## src/rtl/ram_ctrl.sv

```systemverilog
// rtl/ram_ctrl.sv - processor-side controller for the synchronous data RAM
// Clears every word after reset, then serves single-word read/write requests.
module ram_ctrl #(
  parameter int                DATA_W    = 3,
  parameter int                ADDR_W    = 3,
  parameter int                DEPTH     = 8,
  parameter logic [DATA_W-1:0] CLEAR_VAL = '0,
  parameter bit                CLEAR_EN  = 1'b1
) (
  input  logic              clock,
  input  logic              reset_n,
  input  logic              req,
  input  logic              wr,
  input  logic [ADDR_W-1:0] addr,
  input  logic [DATA_W-1:0] wdata,
  output logic              ready,
  output logic              ack,
  output logic [DATA_W-1:0] rdata,
  output logic              mem_we,
  output logic              mem_enable,
  output logic [ADDR_W-1:0] mem_addr,
  output logic [DATA_W-1:0] mem_data_in,
  input  logic [DATA_W-1:0] mem_data_out
);

  localparam logic [2:0] S_CLEAR  = 3'd0;
  localparam logic [2:0] S_IDLE   = 3'd1;
  localparam logic [2:0] S_WR     = 3'd2;
  localparam logic [2:0] S_RD     = 3'd3;
  localparam logic [2:0] S_RD_CAP = 3'd4;
  localparam logic [2:0] S_ACK    = 3'd5;

  localparam logic [2:0]        S_RESET   = CLEAR_EN ? S_CLEAR : S_IDLE;
  localparam logic [ADDR_W-1:0] LAST_ADDR = ADDR_W'(DEPTH - 1);

  logic [2:0]        r_state;
  logic [ADDR_W-1:0] r_clr_cnt;
  logic [ADDR_W-1:0] r_addr_q;
  logic [DATA_W-1:0] r_wdata_q;
  logic [DATA_W-1:0] r_rdata;

  logic              w_we;
  logic              w_enable;
  logic [ADDR_W-1:0] w_addr;
  logic [DATA_W-1:0] w_data_in;

  always_ff @(posedge clock or negedge reset_n) begin
    if (!reset_n) begin
      r_state   <= S_RESET;
      r_clr_cnt <= '0;
      r_addr_q  <= '0;
      r_wdata_q <= '0;
      r_rdata   <= '0;
    end else begin
      case (r_state)
        S_CLEAR: begin
          if (r_clr_cnt == LAST_ADDR) begin
            r_state   <= S_IDLE;
            r_clr_cnt <= '0;
          end else begin
            r_clr_cnt <= r_clr_cnt + 1'b1;
          end
        end
        S_IDLE: begin
          if (req) begin
            r_addr_q <= addr;
            if (wr) begin
              r_wdata_q <= wdata;
              r_state   <= S_WR;
            end else begin
              r_state <= S_RD;
            end
          end
        end
        S_WR:     r_state <= S_ACK;
        S_RD:     r_state <= S_RD_CAP;
        // RAM registered its output at the end of S_RD; take it now.
        S_RD_CAP: begin
          r_rdata <= mem_data_out;
          r_state <= S_ACK;
        end
        S_ACK:    r_state <= S_IDLE;
        default:  r_state <= S_IDLE;
      endcase
    end
  end

  always_comb begin
    w_we      = 1'b0;
    w_enable  = 1'b0;
    w_addr    = r_addr_q;
    w_data_in = r_wdata_q;
    case (r_state)
      S_CLEAR: begin
        w_we      = 1'b1;
        w_enable  = 1'b1;
        w_addr    = r_clr_cnt;
        w_data_in = CLEAR_VAL;
      end
      S_WR: begin
        w_we     = 1'b1;
        w_enable = 1'b1;
      end
      default: ;
    endcase
    // The RAM has no reset of its own, so keep it quiet while we are held.
    if (!reset_n) begin
      w_we      = 1'b0;
      w_enable  = 1'b0;
      w_addr    = '0;
      w_data_in = '0;
    end
  end

  assign ready       = (r_state == S_IDLE);
  assign ack         = (r_state == S_ACK);
  assign rdata       = r_rdata;
  assign mem_we      = w_we;
  assign mem_enable  = w_enable;
  assign mem_addr    = w_addr;
  assign mem_data_in = w_data_in;

endmodule

```

## config.mk

```make
export PLATFORM = sky130hd
export DESIGN_NAME = ram_ctrl
export DESIGN_NICKNAME = d
export VERILOG_FILES = /design/src/rtl/ram_ctrl.sv
export SDC_FILE = /design/constraint.sdc
export NUM_CORES = 1
export LEC_CHECK = 0
export ABC_CLOCK_PERIOD_IN_PS = 1940
export BUFFER_PORTS_ARGS = -buffer_cell sky130_fd_sc_hd__buf_2
export CAP_MARGIN = 5
export CORE_ASPECT_RATIO = 1.2
export CORE_MARGIN = 2
export CORE_UTILIZATION = 42
export DETAILED_ROUTE_END_ITERATION = 10
export GPL_TIMING_DRIVEN = 0
export PLACE_DENSITY = 0.74
export SETUP_SLACK_MARGIN = 0.3
export SYNTH_ARGS = -nofsm -noshare
export SYNTH_HDL_FRONTEND = slang
export SYNTH_SLANG_ARGS = --single-unit
```

## constraint.sdc

```tcl
create_clock -name clock -period 1.94 [get_ports clock]
set_clock_uncertainty 0.2 [all_clocks]
set_input_delay 0.582 -clock clock [delete_from_list [all_inputs] [get_ports clock]]
set_output_delay 0.582 -clock clock [all_outputs]
set_load 0.1 [all_outputs]
```

### Word level (Yosys, flattened, before mapping)

Cells that the tools add are included.

| cells by class | value |
|---|---|
| add/subtract/negate cells | 1 |
| equal/unequal tests | 8 |
| multiplexer cells | 11 |
| reductions and logical operators | 6 |

Operators with widths:

| cell | count |
|---|---|
| $mux W3 | 7 |
| $pmux W3 S4 | 1 |
| $eq A3 B3 Y1 const B | 3 |
| $eq A3 B2 Y1 const B | 2 |
| $ne A2 B2 Y1 const B | 2 |
| $reduce_and A2 Y1 | 2 |
| $reduce_or A2 Y1 | 2 |
| $add A3 B1 Y3 const B | 1 |
| $eq A3 B1 Y1 const B | 1 |
| $logic_not A3 Y1 | 1 |
| $mux W1 | 3 |
| $reduce_and A3 Y1 | 1 |

| word-level totals | value |
|---|---|
| bits in registers | 15 |
| word-level logic and storage cells | 31 |

### Longest topological paths before layout

| logic depth | value |
|---|---|
| word-level depth | 4 |
| depth in mapped cells | 4 |

### Worst setup path after synthesis

OpenSTA, ideal clock, no wires.

| path | value |
|---|---|
| path type | input to output |
| from | input reset_n |
| to | output mem_we |
| arrival | 3.397 ns |
| slack | -2.239 ns |
| stages | 2 |
| path through | nor3b_1 > buf_4 |

| on the way | value |
|---|---|
| cells in the longest elaborated chain, start to end | 1 |

Ends and longest elaborated chain:

| element | RTL line | text |
|---|---|---|
| start: declaration | 11 | `input logic reset_n,` |
| $mux W1 | 107 | `if (!reset_n) begin` |
| end: declaration | 19 | `output logic mem_we,` |

Every way passes these cells.

### Worst setup path after layout

| path | value |
|---|---|
| from | register r_state[0] |
| to | output mem_addr[0] |

| on the way | value |
|---|---|
| cells in the longest elaborated chain, start to end | 3 |

Ends and longest elaborated chain:

| element | RTL line | text |
|---|---|---|
| start: declaration | 36 | `logic [2:0] r_state;` |
| start signal: assignment | 49 | `r_state <= S_RESET;` |
| start signal: assignment | 58 | `r_state <= S_IDLE;` |
| start signal: assignment | 69 | `r_state <= S_WR;` |
| $logic_not A3 Y1 | 93 | `case (r_state)` |
| $mux W3 | 93 |  |
| $mux W3 | 107 |  |
| end: declaration | 21 | `output logic [ADDR_W-1:0] mem_addr,` |

Every way passes these cells.

==> impl_metrics.json <==
{
  "antenna_found_initial": 0,
  "fin_cells": 114,
  "worstPathRequired_ps": 1160,
  "yosys.area.top_type": "dfrtp_1",
  "synthTopCellsByCount": "dfrtp_1 (15), mux2_2 (9), nor2b_1 (4)",
  "ys_seq_elements": 15,
  "syn_nets": 70,
  "hold_class": "input port to asynchronous set/reset pin",
  "syn-cell-area_um2": 737,
  "cap_violations": 0,
  "diodes": 0,
  "setup_slack_ps": -568,
  "worst_hold_slack_ps": 314,
  "final-setup-viol-count": 10,
  "cts-root-buf": "clkbuf_4",
  "grt-ovfl-total": 0,
  "drtAntennaViolNets": 0,
  "rsz0062_at_grt": "yes",
  "dieWidth_um": 42.2,
  "port_buffers": 25,
  "grt_max_degree": 16,
  "coreArea_um2": 1640,
  "synth_edf_count": 0,
  "relSlewSlack": 0.565,
  "timing_hold_violations_final": 0,
  "tritoncts": "done",
  "criticalPathCategory": "flop to output pin",
  "drt_iter0_markers": 2,
  "critical_path.endpoint_type": "output pin",
  "cts_max_level": 1,
  "slew_violations": 0,
  "outcome": "finished, violations left",
  "rows": 16,
  "synth.top_cell.area_share": 0.509,
  "avgViaCountPerCell": 5.22,
  "worst_pin_slew_ps": 653,
  "ys_types": 20,
  "ios": 26,
  "cp_slowest_stage_delay_ps": 410,
  "die-height_um": 49.9,
  "grt_first_pass_wirelength_um": 2990,
  "grt_pass1_vias": 650,
  "cts_buffers": 3,
  "crit_buf_inv": 2,
  "period_needed_ps": 2510,
  "wl_per_cell_um": 15.9,
  "vias": 595,
  "yosysWarningCount": 0,
  "clk_pin_slew_ps": 80,
  "path_cells": "or3_4 -> buf_6 -> mux2i_2 -> nor2b_4 -> buf_12",
  "synth_flop_cell": "dfrtp_1",
  "synthCells": 55,
  "yosysMostFrequentCell": "dfrtp_1",
  "synth.area.top_cells": "dfrtp_1 (51%), mux2_2 (14%), mux2i_1 (4.1%), mux2_4 (4.1%), ha_1 (3.4%)",
  "worstPathArrival_ps": 1730,
  "fmax_mhz": 399,
  "fin_util": 0.831,
  "critPathLaunchType": "flop",
  "violations": "setup timing",
  "wl_um": 1820,
  "drive_gt1_frac": 0.802,
  "cts.sinks": 15,
  "route.detailed.drc": 0,
  "critical_path_peak_fanout": 5,
  "track_usage": 0.194,
  "final_nets": 112,
  "dp_hpwl_um": 944,
  "synth-async-reset-ratio": 1.00,
  "first_pass_iters": 2,
  "clock_latency_ps": 280,
  "clk_path_buf_depth": 2,
  "place_congestion": 0.718,
  "yosysSeqAreaShare": 0.509,
  "initial_core_util": 0.449,
  "synth.avg_cell_area_um2": 13.4,
  "dp_cells": 98,
  "areaGrowthSynthToFinish_pct": 85.1,
  "dieArea_um2": 2110,
  "slowest_stage": "dfrtp_2",
  "critPathTopFamily": "simple AND/OR/NAND/NOR gates",
  "setup_tns_ps": -3840,
  "period_share": 1.29
}
## state kept, by name, summed over array words and instances, names as in the netlist
signal     cells
rdata          3
r_wdata_q      3
r_clr_cnt      3
r_state        3
r_addr_q       3
## routing by layer
metal,wire length (µm),vias up,GRT usage
li1,-,276,-
met1,760,293,0.237
met2,943,21,0.328
met3,69,5,0.0330
met4,43,0,0.0885
met5,0,-,0
## stage by stage
stage / cell area (µm²) / worst slack (ps)
after detailed placement: 971 / -657
after CTS: 1320 / -544
final: 1360 / -568
after floorplan: 823 / -587
after global placement: 971 / -657
after global routing: 1360 / -625
## worst reg2reg max path: cells and delay by family, from the launching register on
family | cells | cell delay (ps)
buffers and inverters | 4 | 510
flip-flops | 1 | 410
AND/OR/NAND/NOR | 2 | 360
multiplexers | 1 | 290
## worst paths after layout
kind / startpoint / to / slack, ps / cells after the start
min reg2reg: r_addr_q[1] / r_addr_q[1] / 320 / 1
max: r_state[0] / mem_addr[0] / -570 / 5
min: reset_n / r_wdata_q[2] / 310 / 2
min in group clock: r_addr_q[1] / r_addr_q[1] / 320 / 1
max reg2reg: r_state[2] / r_addr_q[1] / 50 / 7
max in group asynchronous: reset_n / r_state[1] / 770 / 2
## area by class of cell
| cell class | count | area [µm²] |
|---|---|---|
| flip-flops and latches | 15 | 383 |
| well taps | 18 | 22.5 |
| multi-input cells | 36 | 433 |
| fillers | 87 | 278 |
| clock buffers | 4 | 26.3 |
| repair buffers | 37 | 445 |
| inverters | 1 | 11.3 |
| plain buffers | 3 | 42.5 |
## kinds of logic after synthesis
group	Yosys count	share of synthesized area
AND/OR/NAND/NOR	16	0.155
flip-flops	15	0.509
multiplexers	14	0.219
AO/OA/AOI/OAI	4	0.0373
buffers and inverters	4	0.0458
adder cells (fa/ha/maj)	2	0.0340
## cell usage in the layout, fill, tap and decap left out, drive strengths merged, types with 2 or more instances in the layout
cell type / netlist / layout
mux2i: 3 / 3
a21o: 2 / 2
ha: 2 / 2
dfrtp: 15 / 15
nor2b: 4 / 4
nor3b: 3 / 3
nor3: 3 / 3
mux2: 11 / 11
and3: 4 / 4
buf: 3 / 39
clkbuf: 0 / 4
## timing repair
| item | CTS | global route |
|---|---|---|
| gates cloned | 1 | 0 |
| endpoints found under the hold margin | 15 | 0 |
| pin swaps | 5 | 2 |
| hold buffers | 1 | 0 |
| buffers inserted | 7 | 3 |
| resized for setup | 72 | 2 |
| setup endpoints to repair | 18 | 37 |
Power is not shown: default switching activity piles up to over one toggle a cycle in this logic, so the estimate is an artifact.
